[src/rtl/ethpipe_tx_slot.sv]
// rtl/ethpipe_tx_slot.sv - GMII transmit engine sending one frame from the TX slot RAM
// Optional pad/FCS generation is built when ETHPIPE_TX_FCS_EN is defined.

`ifdef ETHPIPE_TX_FCS_EN
module ethpipe_tx_crc32 (
  input  logic [31:0] crc,
  input  logic [7:0]  data,
  output logic [31:0] crc_nxt
);
  logic [31:0] c;

  // Reflected CRC-32 advanced by one byte, bit 0 first
  always_comb begin
    c = crc ^ {24'h000000, data};
    for (int i = 0; i < 8; i++) begin
      c = c[0] ? ((c >> 1) ^ 32'hEDB88320) : (c >> 1);
    end
    crc_nxt = c;
  end
endmodule
`endif

module ethpipe_tx_slot #(
  parameter int RD_LAT    = 2,
  parameter int MAX_LEN   = 1518,
  parameter int IFG_BYTES = 12
) (
  input  logic        gmii_tx_clk,
  input  logic        sys_rst,
  input  logic        tx_start,
  input  logic [11:0] tx_frame_len,
  input  logic [31:0] global_counter,
  output logic        tx_busy,
  output logic        tx_done,
  output logic [31:0] tx_timestamp,
  output logic [15:0] tx_frame_cnt,
  output logic [11:0] slot_tx_eth_address,
  input  logic [15:0] slot_tx_eth_q,
  output logic [7:0]  gmii_txd,
  output logic        gmii_tx_en
);

  typedef enum logic [2:0] {
    S_IDLE, S_ARM, S_PRE, S_SFD, S_DATA, S_IFG
`ifdef ETHPIPE_TX_FCS_EN
    , S_PAD, S_FCS
`endif
  } state_t;

  // Word k is addressed PF_START+2k cycles after ARM so that it lands in word_r
  // exactly as the last byte of word k-1 leaves the wire: no stall, no FIFO.
  localparam int          PF_START  = 8 - RD_LAT;
  localparam logic        PF_ODD    = (PF_START % 2) != 0;
  localparam logic [11:0] PF_START_W = 12'(PF_START);
  localparam logic [11:0] MAX_LEN_W = 12'(MAX_LEN);
  localparam logic [11:0] IFG_LAST  = 12'(IFG_BYTES - 1);

  state_t      state, state_nxt;
  logic [11:0] len_r;
  logic [11:0] len_in;
  logic [11:0] bcnt;
  logic [11:0] fcyc;
  logic [11:0] last_word;
  logic [15:0] word_r;
  logic [7:0]  data_byte;
  logic        bcnt_keep;
  logic        addr_step;
  logic        frame_end;

  assign len_in    = (tx_frame_len > MAX_LEN_W) ? MAX_LEN_W : tx_frame_len;
  assign last_word = (len_r - 12'd1) >> 1;
  assign data_byte = bcnt[0] ? word_r[7:0] : word_r[15:8];
  assign frame_end = (state == S_IFG) && (state_nxt == S_IDLE);
  assign addr_step = ((state == S_PRE) || (state == S_SFD) || (state == S_DATA)) &&
                     (fcyc >= PF_START_W) && (fcyc[0] ^ PF_ODD) &&
                     (slot_tx_eth_address < last_word);

`ifdef ETHPIPE_TX_FCS_EN
  logic [31:0] crc_r;
  logic [31:0] crc_nxt;
  logic [31:0] fcs;

  ethpipe_tx_crc32 u_crc (
    .crc     (crc_r),
    .data    (gmii_txd),
    .crc_nxt (crc_nxt)
  );

  assign fcs       = ~crc_r;
  // Pad bytes continue the data byte index so the pad ends at byte 59
  assign bcnt_keep = (state == S_DATA) && (state_nxt == S_PAD);

  // Running CRC over every DATA and PAD byte put on the wire
  always_ff @(posedge gmii_tx_clk) begin
    if (sys_rst || (state == S_ARM)) begin
      crc_r <= 32'hFFFFFFFF;
    end else if ((state == S_DATA) || (state == S_PAD)) begin
      crc_r <= crc_nxt;
    end
  end
`else
  assign bcnt_keep = 1'b0;
`endif

  // Next-state decode of the transmit sequence
  always_comb begin
    state_nxt = state;
    case (state)
      S_IDLE: if (tx_start) state_nxt = S_ARM;
      S_ARM:  state_nxt = (len_r == 12'd0) ? S_IDLE : S_PRE;
      S_PRE:  if (bcnt == 12'd6) state_nxt = S_SFD;
      S_SFD:  state_nxt = S_DATA;
      S_DATA: begin
        if (bcnt == len_r - 12'd1) begin
`ifdef ETHPIPE_TX_FCS_EN
          state_nxt = (len_r < 12'd60) ? S_PAD : S_FCS;
`else
          state_nxt = S_IFG;
`endif
        end
      end
`ifdef ETHPIPE_TX_FCS_EN
      S_PAD:  if (bcnt == 12'd59) state_nxt = S_FCS;
      S_FCS:  if (bcnt == 12'd3) state_nxt = S_IFG;
`endif
      S_IFG:  if (bcnt == IFG_LAST) state_nxt = S_IDLE;
      default: state_nxt = S_IDLE;
    endcase
  end

  // GMII byte mux and busy flag decoded from the current state
  always_comb begin
    gmii_tx_en = 1'b0;
    gmii_txd   = 8'h00;
    tx_busy    = (state != S_IDLE);
    case (state)
      S_PRE:  begin gmii_tx_en = 1'b1; gmii_txd = 8'h55;      end
      S_SFD:  begin gmii_tx_en = 1'b1; gmii_txd = 8'hD5;      end
      S_DATA: begin gmii_tx_en = 1'b1; gmii_txd = data_byte;  end
`ifdef ETHPIPE_TX_FCS_EN
      S_PAD:  begin gmii_tx_en = 1'b1; gmii_txd = 8'h00;      end
      S_FCS:  begin gmii_tx_en = 1'b1; gmii_txd = fcs[8*bcnt[1:0] +: 8]; end
`endif
      default: ;
    endcase
  end

  // State register
  always_ff @(posedge gmii_tx_clk) begin
    if (sys_rst) begin
      state <= S_IDLE;
    end else begin
      state <= state_nxt;
    end
  end

  // Frame counters, slot RAM prefetch and word capture
  always_ff @(posedge gmii_tx_clk) begin
    if (sys_rst) begin
      len_r               <= 12'd0;
      bcnt                <= 12'd0;
      fcyc                <= 12'd0;
      word_r              <= 16'h0000;
      slot_tx_eth_address <= 12'd0;
    end else begin
      if (state == S_IDLE) begin
        fcyc                <= 12'd0;
        slot_tx_eth_address <= 12'd0;
        if (tx_start) len_r <= len_in;
      end else begin
        fcyc <= fcyc + 12'd1;
        if (addr_step) slot_tx_eth_address <= slot_tx_eth_address + 12'd1;
      end
      if ((state == S_IDLE) || ((state_nxt != state) && !bcnt_keep)) begin
        bcnt <= 12'd0;
      end else begin
        bcnt <= bcnt + 12'd1;
      end
      if ((state == S_SFD) || ((state == S_DATA) && bcnt[0])) begin
        word_r <= slot_tx_eth_q;
      end
    end
  end

  // Status outputs: SFD timestamp, completion pulse, frame counter
  always_ff @(posedge gmii_tx_clk) begin
    if (sys_rst) begin
      tx_done      <= 1'b0;
      tx_timestamp <= 32'd0;
      tx_frame_cnt <= 16'd0;
    end else begin
      tx_done <= frame_end || ((state == S_ARM) && (state_nxt == S_IDLE));
      if ((state == S_PRE) && (state_nxt == S_SFD)) tx_timestamp <= global_counter;
      if (frame_end) tx_frame_cnt <= tx_frame_cnt + 16'd1;
    end
  end

endmodule
[config.mk]
export PLATFORM = sky130hd
export DESIGN_NAME = ethpipe_tx_slot
export DESIGN_NICKNAME = d
export VERILOG_FILES = /design/src/rtl/ethpipe_tx_slot.sv
export SDC_FILE = /design/constraint.sdc
export NUM_CORES = 1
export LEC_CHECK = 0
export ABC_CLOCK_PERIOD_IN_PS = 3700
export CAP_MARGIN = 20
export CORE_MARGIN = 2
export CORE_UTILIZATION = 45
export CTS_CLUSTER_SIZE = 8
export DETAILED_ROUTE_END_ITERATION = 7
export PLACE_DENSITY = 0.73
export SLEW_MARGIN = 20
export SYNTH_ARGS = -nofsm -noshare
export SYNTH_HDL_FRONTEND = slang
export SYNTH_SLANG_ARGS = --single-unit
[constraint.sdc]
create_clock -name gmii_tx_clk -period 3.7 [get_ports gmii_tx_clk]
set_input_delay 0.74 -clock gmii_tx_clk [delete_from_list [all_inputs] [get_ports gmii_tx_clk]]
set_output_delay 0.74 -clock gmii_tx_clk [all_outputs]
set_load 0.1 [all_outputs]
* Word-level counts from Yosys, hierarchy flattened
Cells that the tools add are included.
** Storage, ports and cells
- Word-level logic and storage cells :: 57
- Flip-flop bits (word level) :: 116
- Bits of input ports :: 63
- Output and inout port bits :: 71
** Operators by class
- Reductions and logical operators :: 20
- Add/subtract/negate cells :: 5
- Multiplexer cells :: 10
- Order comparisons :: 3
- Equality and inequality tests :: 10
** Operators with widths (number)
- adder 12 x 1 -> 12 bit, second input constant :: 3
- case mux 8 bit (3 select lines) :: 1
- case mux 3 bit (6 select lines) :: 1
- adder 16 x 1 -> 16 bit, second input constant :: 1
- equality test 12 bit :: 1
- equality test 12 x 3 -> 1 bit, second input constant :: 1
- equality test 12 x 4 -> 1 bit, second input constant :: 1
- greater-or-equal comparator 12 x 3 -> 1 bit, second input constant :: 1
- > comparator 12 x 11 -> 1 bit, second input constant :: 1
- logical NOT 12 bit :: 1
- less-than comparator 12 x 11 -> 1 bit :: 1
- 2-to-1 mux 12 bit :: 1
- 2-to-1 mux 3 bit :: 4
- subtractor 12 x 1 -> 12 bit, second input constant :: 1
- equality test 3 x 2 -> 1 bit, second input constant :: 3
- 2-to-1 mux 8 bit :: 1
- logical AND 1 bit :: 7
- equality test 3 bit, second input constant :: 2
- logical NOT 3 bit :: 2
- logical OR 1 bit :: 5
- OR reduction 2 bit :: 2
- equality test 3 x 1 -> 1 bit, second input constant :: 1
- inequality test 3 bit :: 1
- nonzero test 3 bit :: 1
- 4 further kinds :: 4

* Depth between registers and ports, before layout
Gate-level depths: netlist of run 1.
- Depth after elaboration :: 7
- Mapped depth :: 12

* Least setup slack after synthesis of run 1
No wires, ideal clock.
- Path type :: reg2out
- From :: register bcnt[0]
- To :: output gmii_txd[0]
- Stages on the path, launching flop included :: 5
- Data arrival time :: 3.169 ns
- Path slack :: -0.209 ns
- Path through :: dfxtp_1 -> clkbuf_1 -> buf_1 -> mux2i_1 -> o21ai_0
** Between the ends
- Longest elaborated chain between the ends :: 2
** RTL lines
- from (decl) :: RTL line 61 : logic [11:0] bcnt;
- from (signal assigned) :: RTL line 177 : bcnt <= bcnt + 12'd1;
- 2-to-1 mux 8 bit :: RTL line 72 : assign data_byte = bcnt[0] ? word_r[7:0] : word_r[15:8];
- case mux 8 bit (3 select lines) :: RTL line 136 : case (state)
- to (decl) :: RTL line 39 : output logic [7:0] gmii_txd,
Every way passes these cells.

* Worst setup path in the final report of run 1
- From :: register len_r[0]
- To :: register slot_tx_eth_address[4]
** Between the ends
- Longest elaborated chain between the ends :: 3
** RTL lines
- from (decl) :: RTL line 59 : logic [11:0] len_r;
- from (signal assigned) :: RTL line 169 : if (tx_start) len_r <= len_in;
- subtractor 12 x 1 -> 12 bit :: RTL line 71 : assign last_word = (len_r - 12'd1) >> 1;
- less-than comparator 12 x 11 -> 1 bit :: RTL line 76 : (slot_tx_eth_address < last_word);
- logical AND 1 bit :: RTL line 75 : (fcyc >= PF_START_W) && (fcyc[0] ^ PF_ODD) &&
- to (signal assigned) :: RTL line 172 : if (addr_step) slot_tx_eth_address <= slot_tx_eth_address + 12'd1;
- to (decl) :: RTL line 37 : output logic [11:0] slot_tx_eth_address,
Every way passes these cells.
A chain may end at the register's enable or synchronous reset.

==> results_dict.tcl, run 1 <==
set metrics [dict create \
    routed_wl_mm 14.5 \
    dr_total_vias 5347 \
    dieWidth_um 116 \
    start_kind "register" \
    status "finished clean" \
    rsz0062_at_grt "false" \
    ys_seq_elements 116 \
    antenna_found_initial 0 \
    clkTransAtPathRegs_ns 0.05 \
    synth_edf_count 0 \
    area_growth_pct 35.8 \
    grt_max_degree 94 \
    synth_area_mm2 0.00567 \
    port_buffers 133 \
    power.internal_mw 2.58 \
    numCtsBuffers 17 \
    die-height_um 116 \
    layout_setup_ws_ns 0.257 \
    drc 0 \
    syn-instance-count 691 \
    pre_cts_ws_ns 0.286 \
    n_antenna_cell 0 \
    drt-initial-drc-count 305 \
    ys_seq_area_frac 0.410 \
    finalCriticalPeriod_ns 3.44 \
    final-hold-violation-count 0 \
    ant_nets 0 \
    first_global_vias 5159 \
    switchingPower_uw 831 \
    cts_tree "built" \
    wire_per_inst_um 14.6 \
    dieArea_mm2 0.0135 \
    pwr-share-clk 0.501 \
    n_fill_cell 1029 \
    ios 134 \
    post_cts_buffers 0 \
    power_frac_seq 0.381 \
    synth_nets 771 \
    cts.sinks 116 \
    yosysUniqueCellTypes 60 \
    clock_skew_ns 0.00874 \
    p_leak_nw 2.66 \
    rows 40 \
    relSlewSlack 0.323 \
    worstSetupPathType "reg -> reg" \
    cts_hold_buffers 0 \
    cp.arrival_ns 3.79 \
    synth_async_sr_flop_share 0 \
    grt_pass1_wl_mm 23.8 \
    cp.required_ns 4.05 \
    cp_max_fo 19 \
    gp_routability_congestion 0.878 \
    power_density_mw_per_mm2 444 \
    end_kind "register" \
    grt.total_usage 0.221 \
    drv_cap 0 \
    hp-class "reg -> reg" \
    drive_gt1_frac 0.0683 \
    drtPass1Iterations 5 \
    fin_tns_setup_ns 0 \
    cts_resized 0 \
    nets 888 \
    combPwrFrac 0.118 \
    timing.fmax_ghz 0.290 \
    drv_slew 0 \
    setup_viol_count_final 0 \
    p_sw_frac 0.243 \
    viasPerCell 5.41 \
    final_util 0.633 \
    synth_area_leaders "dfxtp_1 (41%), nand2_1 (8.7%), a21oi_1 (5.7%), xor2_1 (4.6%), ha_1 (3.8%)" \
    clock_latency_ns 0.42 \
    clock_path_buffers 2 \
    ir_drop_mv 0.300 \
    ys.flop_type "dfxtp_1" \
    synth.largest_area_cell "dfxtp_1" \
    grt-ovfl-total 0 \
    hpwl_mm 10.2 \
    ctsHtreeMaxLevel 4 \
    start_util 0.466 \
    synth_top_area_share 0.410 \
    cts_root_buffer "clkbuf_16" \
    avgSynthCellArea_um2 8.20 \
    core-area_mm2 0.0122 \
    tightest_slew_ns 1.01 \
    yosys_warnings 0 \
    finalCritPeriodShare 0.931 \
]
==> per-stage QoR <==
| stage | cell area [um2] | hold WS, ns | std cells | total power, mW |
|---|---|---|---|---|
| floorplan | 5670 | 0.431 | 691 | 1.58 |
| global placement | 7070 | 0.437 | 957 | 1.72 |
| detailed placement | 7070 | 0.443 | 957 | 1.73 |
| CTS | 7690 | 0.450 | 988 | 3.44 |
| global route | 7690 | 0.466 | 988 | 3.54 |
| finish | 7690 | 0.448 | 988 | 3.41 |
==> cells by family (layout without fill, tap and decap cells) <==
family          count (synthesis)  in the layout  share of synthesized area
mux                            13             13                     0.0230
fa+ha+maj                      17             17                     0.0375
simple gates                  296            296                      0.250
compound gates                134            134                      0.153
flops                         116            116                      0.410
buf+inv                        63            192                     0.0435
xor+xnor                       52             52                     0.0828
==> registers in the layout (all words and copies together), names as in the netlist <==
register             flops
tx_done                  1
slot_tx_eth_address     12
bcnt                    12
len_r                   12
fcyc                    12
word_r                  16
state                    3
tx_timestamp            32
tx_frame_cnt            16
==> layout by cell type (no fill, tap or decap), types with 5 or more instances in the layout <==
cell             instances
clkdlybuf4s50_1        122
nand2_1                131
nand3_1                 25
xnor2_1                 21
and2_1                   6
nand2b_1                 5
a211oi_1                 8
or4_1                    7
mux2i_1                 13
or3_1                    8
nor3_1                  11
o31ai_1                  7
a21oi_1                 64
o21ai_1                  5
ha_1                    17
a311oi_1                14
clkbuf_16               17
clkbuf_8                 5
xor2_1                  30
nor4_1                   7
buf_4                   17
o21ai_0                 10
nor2b_1                  5
nand3b_1                 5
inv_1                   21
dfxtp_1                116
nand4_1                 14
nor2_1                  51
==> layer usage <==
metal,part of all wire,GRT usage,up-vias
li1,-,-,2654
met1,0.42,0.260,2495
met2,0.48,0.366,166
met3,0.072,0.0778,32
met4,0.023,0.0952,0
met5,0,0,-
==> power by group through the flow <==
| stage | Combinational (mW) | Clock, mW | Sequential (mW) |
|---|---|---|---|
| floorplan | 0.271 | 0 | 1.31 |
| global placement | 0.392 | 0 | 1.32 |
| detailed placement | 0.401 | 0 | 1.33 |
| CTS | 0.403 | 1.74 | 1.30 |
| global route | 0.437 | 1.80 | 1.30 |
| finish | 0.404 | 1.71 | 1.30 |
==> critical path, stage by stage, from the launching register on <==
cell and delay [ns]:
dfxtp_1 0.35, inv_1 0.07, ha_1 0.26, or3b_4 0.44
nor3_1 0.36, xnor2_1 0.17, ha_1 0.26, a211oi_1 0.21
o21ai_0 0.15, o221a_2 0.43, or4_1 0.50, a21oi_1 0.16
==> area by class of cell <==
type / count / area (um2) / share of cell area
timing repair buffer: 140 / 1350 / 0.176
clock inverter: 7 / 119 / 0.0154
inverter: 21 / 78.8 / 0.0102
tap: 168 / 210 / 0.0273
multi-input combinational: 512 / 3110 / 0.404
clock buffer: 24 / 502 / 0.0652
sequential: 116 / 2320 / 0.302
==> synth_stat cells (8+ instances only) <==
library cell,count
nand4_1,14
mux2i_1,13
a311oi_1,14
dfxtp_1,116
nor2_1,51
o21ai_0,15
nor3_1,11
nand3_1,25
ha_1,17
clkbuf_1,37
or3_1,8
inv_1,21
or4_1,8
xnor2_1,21
nand2_1,131
a21oi_1,64
xor2_1,30
a211oi_1,8
==> path summary, 6_finish.rpt <==
| kind | slack (ns) | depth (start not counted) | startpoint | end |
|---|---|---|---|---|
| worst min register to register | 0.45 | 2 | tx_timestamp[2] | tx_timestamp[2] |
| worst max register to register | 0.26 | 11 | len_r[0] | slot_tx_eth_address[4] |
| worst max-delay path | 0.26 | 11 | len_r[0] | slot_tx_eth_address[4] |
| worst min-delay path | 0.45 | 2 | tx_timestamp[2] | tx_timestamp[2] |
(Power assumes the default switching activity.)
==> inputs of run 2 (changes only) <==
--- a/config.mk
+++ b/config.mk
@@ -12,7 +12,7 @@
 export CTS_CLUSTER_SIZE = 8
 export DETAILED_ROUTE_END_ITERATION = 7
 export PLACE_DENSITY = 0.73
-export SLEW_MARGIN = 20
+export SLEW_MARGIN = 5
 export SYNTH_ARGS = -nofsm -noshare
 export SYNTH_HDL_FRONTEND = slang
 export SYNTH_SLANG_ARGS = --single-unit
==> run 2 against run 1 <==
Compared with the run above:
- first-iteration DRC count increased by 12%
- setup slack better by 0.013 ns
- clock power about the same
- critical endpoint unchanged
==> results_dict.tcl, run 2 (same netlist as run 1, synthesis figures left out) <==
set metrics [dict create \
    status "finished clean" \
    rr_worst_depth 11 \
    mostFrequentLayoutCells "nand2_1 (131), clkdlybuf4s50_1 (122), dfxtp_1 (116)" \
    drc 0 \
    fin_tns_setup_ns 0 \
    clock_skew_ns 0.00991 \
    grt_max_degree 94 \
    grt.total_usage 0.221 \
    grt_busiest_layer "met2" \
    ant_nets 0 \
    drv_cap 0 \
    viasPerCell 5.39 \
    largest_registers "tx_timestamp (32), tx_frame_cnt (16), word_r (16)" \
    dieWidth_um 116 \
    post_cts_buffers 0 \
    worstSetupPathType "reg -> reg" \
    crit_path_frequent_cell "ha_1" \
    register_area_mm2 0.00232 \
    clock_path_buffers 2 \
    antenna_found_initial 0 \
    cts_hold_buffers 0 \
    drv_slew 0 \
    rows 40 \
    power_density_mw_per_mm2 442 \
    multi_input_area_mm2 0.00311 \
    drtPass1Iterations 4 \
    p_leak_nw 2.67 \
    rr_startpoint "len_r[0]" \
    start_util 0.466 \
    path_cells "inv_1 > ha_1 > or3b_4 > nor3_1 > xnor2_1 > ha_1 > a211oi_1 > o21ai_0 > o221a_2 > or4_1 > a21oi_1" \
    use_met1 0.260 \
    n_fill_cell 1024 \
    nets 889 \
    cp.required_ns 4.05 \
    r2r-end "slot_tx_eth_address[4]" \
    cp_num_buf_inv 1 \
    layout_commonest_cell "nand2_1" \
    ctsHtreeMaxLevel 4 \
    hpwl_mm 10.2 \
    top_register "tx_timestamp" \
    wire_per_inst_um 14.6 \
    finalCriticalPeriod_ns 3.43 \
    largest_reg_flops 32 \
    crit_path_max_incr_delay_ns 0.50 \
    end_kind "register" \
    cp_top_family "simple AND/OR/NAND/NOR gates" \
    setup_viol_count_final 0 \
    relSlewSlack 0.322 \
    die-height_um 116 \
    cp_max_fo 19 \
    start_kind "register" \
    port_buffers 133 \
    hp-class "reg -> reg" \
    cts_resized 0 \
    area_growth_pct 36.2 \
    dieArea_mm2 0.0135 \
    rsz0062_at_grt "false" \
    grt_pass1_wl_mm 23.8 \
    core-area_mm2 0.0122 \
    cts_tree "built" \
    first_global_vias 5159 \
    hold_slack_ns 0.447 \
    grt_use_met3 0.0778 \
    drt-initial-drc-count 342 \
    grt.met2_usage 0.366 \
    p_total_mw 3.41 \
    r2r_slack_ns 0.27 \
    timing.fmax_ghz 0.291 \
    cts_root_buffer "clkbuf_16" \
    cts.sinks 116 \
    drive_gt1_frac 0.0682 \
    min_from "tx_timestamp[2]" \
    dr_total_vias 5330 \
    final-hold-violation-count 0 \
    min_to "tx_timestamp[2]" \
    cp.arrival_ns 3.78 \
    tightest_slew_ns 1.01 \
    clkTransAtPathRegs_ns 0.05 \
    finalCritPeriodShare 0.927 \
    routed_wl_mm 14.4 \
    gp_routability_congestion 0.878 \
    clock_latency_ns 0.42 \
    ir_drop_mv 0.298 \
    n_antenna_cell 0 \
    numCtsBuffers 17 \
    slowest_stage "or4_1" \
    grt-ovfl-total 0 \
    min_path_cells 2 \
    ios 134 \
]
[run 2: metrics by stage]
stage | cell area, um2 | cells | setup WS, ns | utilization
after floorplan | 5670 | 691 | 0.541 | -
final | 7720 | 989 | 0.269 | 0.635
after detailed placement | 7070 | 957 | 0.286 | 0.582
after global placement | 7070 | 957 | 0.400 | 0.582
after global routing | 7720 | 989 | 0.0758 | 0.635
after CTS | 7690 | 988 | 0.275 | 0.633
[run 2: power breakdown]
part / switching [mW] / leakage (nW) / total [mW] / internal (mW)
Sequential: 0.0319 / 0.937 / 1.30 / 1.27
Combinational: 0.234 / 1.43 / 0.403 / 0.170
Clock: 0.562 / 0.299 / 1.71 / 1.14
[run 2: worst max-delay path by stage]
stage          startpoint  cells past startpoint                 endpoint
4_1_cts          len_r[0]                     11   slot_tx_eth_address[4]
6_report         len_r[0]                     11   slot_tx_eth_address[4]
3_3_place_gp     len_r[0]                     11  slot_tx_eth_address[10]
5_1_grt          len_r[0]                     11   slot_tx_eth_address[4]
3_5_place_dp     len_r[0]                     11   slot_tx_eth_address[4]
2_1_floorplan     bcnt[0]                      4              gmii_txd[0]
[run 2: area by class of cell]
class                      instances  area share
clock buffer                      24      0.0650
inverter                          21      0.0102
clock inverter                     7      0.0154
multi-input combinational        512       0.403
sequential                       116       0.301
tap                              168      0.0272
timing repair buffer             141       0.179
[run 2: metal layers]
| layer | wire, um | up-vias |
|---|---|---|
| li1 | - | 2657 |
| met1 | 6160 | 2490 |
| met2 | 7040 | 157 |
| met3 | 954 | 26 |
| met4 | 291 | 0 |
| met5 | 0 | - |
[run 2: worst register-to-register path, stage by stage (launching register included)]
cell and delay (ns):
dfxtp_1 0.35, inv_1 0.07, ha_1 0.27, or3b_4 0.44
nor3_1 0.35, xnor2_1 0.17, ha_1 0.26, a211oi_1 0.21
o21ai_0 0.15, o221a_2 0.43, or4_1 0.50, a21oi_1 0.16
==> inputs of run 3 (changes only) <==
--- a/config.mk
+++ b/config.mk
@@ -8,10 +8,9 @@
 export ABC_CLOCK_PERIOD_IN_PS = 3700
 export CAP_MARGIN = 20
 export CORE_MARGIN = 2
-export CORE_UTILIZATION = 45
+export CORE_UTILIZATION = 25
 export CTS_CLUSTER_SIZE = 8
 export DETAILED_ROUTE_END_ITERATION = 7
-export PLACE_DENSITY = 0.73
 export SLEW_MARGIN = 5
 export SYNTH_ARGS = -nofsm -noshare
 export SYNTH_HDL_FRONTEND = slang
==> run 3 against run 2 <==
Compared with the run above:
- via count fell by 2.0%
- utilization fell by 29 points
- clock skew rose by 0.0025 ns
- clock power fell by 9.9%
- sequential power barely moved
- first-iteration DRC count fell by 15%
- critical endpoint is now slot_tx_eth_address[3]
- highest routed layer unchanged
==> results_dict.tcl, run 3 (same netlist as run 1, synthesis figures left out) <==
set metrics [dict create \
    drv_slew 0 \
    finalCriticalPeriod_ns 3.44 \
    wire_per_inst_um 13.5 \
    core-area_mm2 0.0224 \
    routed_wl_mm 15.0 \
    dr_total_vias 5224 \
    fin_tns_setup_ns 0 \
    mostFrequentLayoutCells "nand2_1 (131), clkdlybuf4s50_1 (122), dfxtp_1 (116)" \
    die-height_um 155 \
    largest_registers "tx_timestamp (32), tx_frame_cnt (16), word_r (16)" \
    dieWidth_um 155 \
    p_leak_nw 2.63 \
    cp.required_ns 4.04 \
    cts_tree "built" \
    viasPerCell 4.71 \
    top_register "tx_timestamp" \
    layout_commonest_cell "nand2_1" \
    grt-ovfl-total 0 \
    numCtsBuffers 17 \
    clock_latency_ns 0.42 \
    power_density_mw_per_mm2 416 \
    final-hold-violation-count 0 \
    drive_gt1_frac 0.0729 \
    setup_viol_count_final 0 \
    cp_max_fo 19 \
    grt_max_degree 94 \
    nets 890 \
    clkTransAtPathRegs_ns 0.06 \
    ios 134 \
    cts_resized 0 \
    cts.sinks 116 \
    first_global_vias 4849 \
    rows 55 \
    cts_root_buffer "clkbuf_16" \
    ir_drop_mv 0.187 \
    status "finished clean" \
    port_buffers 133 \
    gp_routability_congestion 0.799 \
    n_fill_cell 2344 \
    drt-initial-drc-count 291 \
    design_area_mm2 0.00779 \
    area_growth_pct 37.4 \
    drtPass1Iterations 4 \
    rsz0062_at_grt "false" \
    start_util 0.253 \
    p_total_mw 3.24 \
    ant_nets 0 \
    clock_path_buffers 2 \
    cp.arrival_ns 3.78 \
    end_kind "register" \
    cts_hold_buffers 0 \
    worstSetupPathType "reg -> reg" \
    hp-class "reg -> reg" \
    antenna_found_initial 0 \
    largest_reg_flops 32 \
    clock_skew_ns 0.0124 \
    grt.total_usage 0.127 \
    dpl_cell_area_mm2 0.00723 \
    grt_pass1_wl_mm 24.7 \
    dieArea_mm2 0.0239 \
    n_antenna_cell 0 \
    ctsHtreeMaxLevel 4 \
    final_util 0.347 \
    tightest_slew_ns 1.05 \
    hold_slack_ns 0.447 \
    start_kind "register" \
    hpwl_mm 10.4 \
    finalCritPeriodShare 0.930 \
    timing.fmax_ghz 0.291 \
    post_cts_buffers 0 \
    drv_cap 0 \
    relSlewSlack 0.301 \
    drc 0 \
]
run 3: cell count changes in the layout (fill, tap and decap cells not counted), sizes merged:
cell	delta
inv	+1
clkbuf	-5
bufinv	-3
buf	+1
clkinvlp	+1
clkinv	+7
run 3: per-stage QoR:
| stage | setup slack, ns | instances |
|---|---|---|
| after floorplan | 0.541 | 691 |
| after global placement | 0.375 | 1076 |
| after detailed placement | 0.278 | 1076 |
| after CTS | 0.250 | 1108 |
| after global routing | 0.0572 | 1108 |
| final | 0.260 | 1108 |
run 3: path summary, 6_finish.rpt:
path,to,start,slack [ns],cells past startpoint
min,tx_timestamp[4],tx_timestamp[4],0.45,2
max reg2reg,slot_tx_eth_address[3],len_r[0],0.26,11
max,slot_tx_eth_address[3],len_r[0],0.26,11
min reg2reg,tx_timestamp[4],tx_timestamp[4],0.45,2
run 3: layout make-up:
type | count | area (um2) | area share
tap | 285 | 357 | 0.0458
clock buffer | 19 | 453 | 0.0581
timing repair buffer | 142 | 1370 | 0.176
clock inverter | 13 | 103 | 0.0132
inverter | 21 | 78.8 | 0.0101
sequential | 116 | 2320 | 0.298
multi-input combinational | 512 | 3110 | 0.399
run 3: power breakdown:
| group | total [mW] | switching, mW | internal (mW) | leakage, nW |
|---|---|---|---|---|
| combinational | 0.398 | 0.229 | 0.169 | 1.43 |
| clock | 1.54 | 0.642 | 0.897 | 0.266 |
| sequential | 1.30 | 0.0324 | 1.27 | 0.937 |
| total | 3.24 | 0.904 | 2.33 | 2.63 |
run 3: worst max-delay path, stage by stage, from the launching register on:
cell and delay, ns:
dfxtp_1 0.35, inv_1 0.07, ha_1 0.26, or3b_4 0.44
nor3_1 0.34, xnor2_1 0.17, ha_1 0.26, a211oi_1 0.22
o21ai_0 0.15, o221a_2 0.43, or4_1 0.49, a21oi_1 0.16
run 3: layer usage:
| metal | GRT usage | vias up | part of all wire |
|---|---|---|---|
| li1 | - | 2661 | - |
| met1 | 0.169 | 2450 | 0.48 |
| met5 | 0 | - | 0 |
| met3 | 0.0387 | 11 | 0.047 |
| met4 | 0.0414 | 0 | 0.012 |
| met2 | 0.198 | 102 | 0.46 |
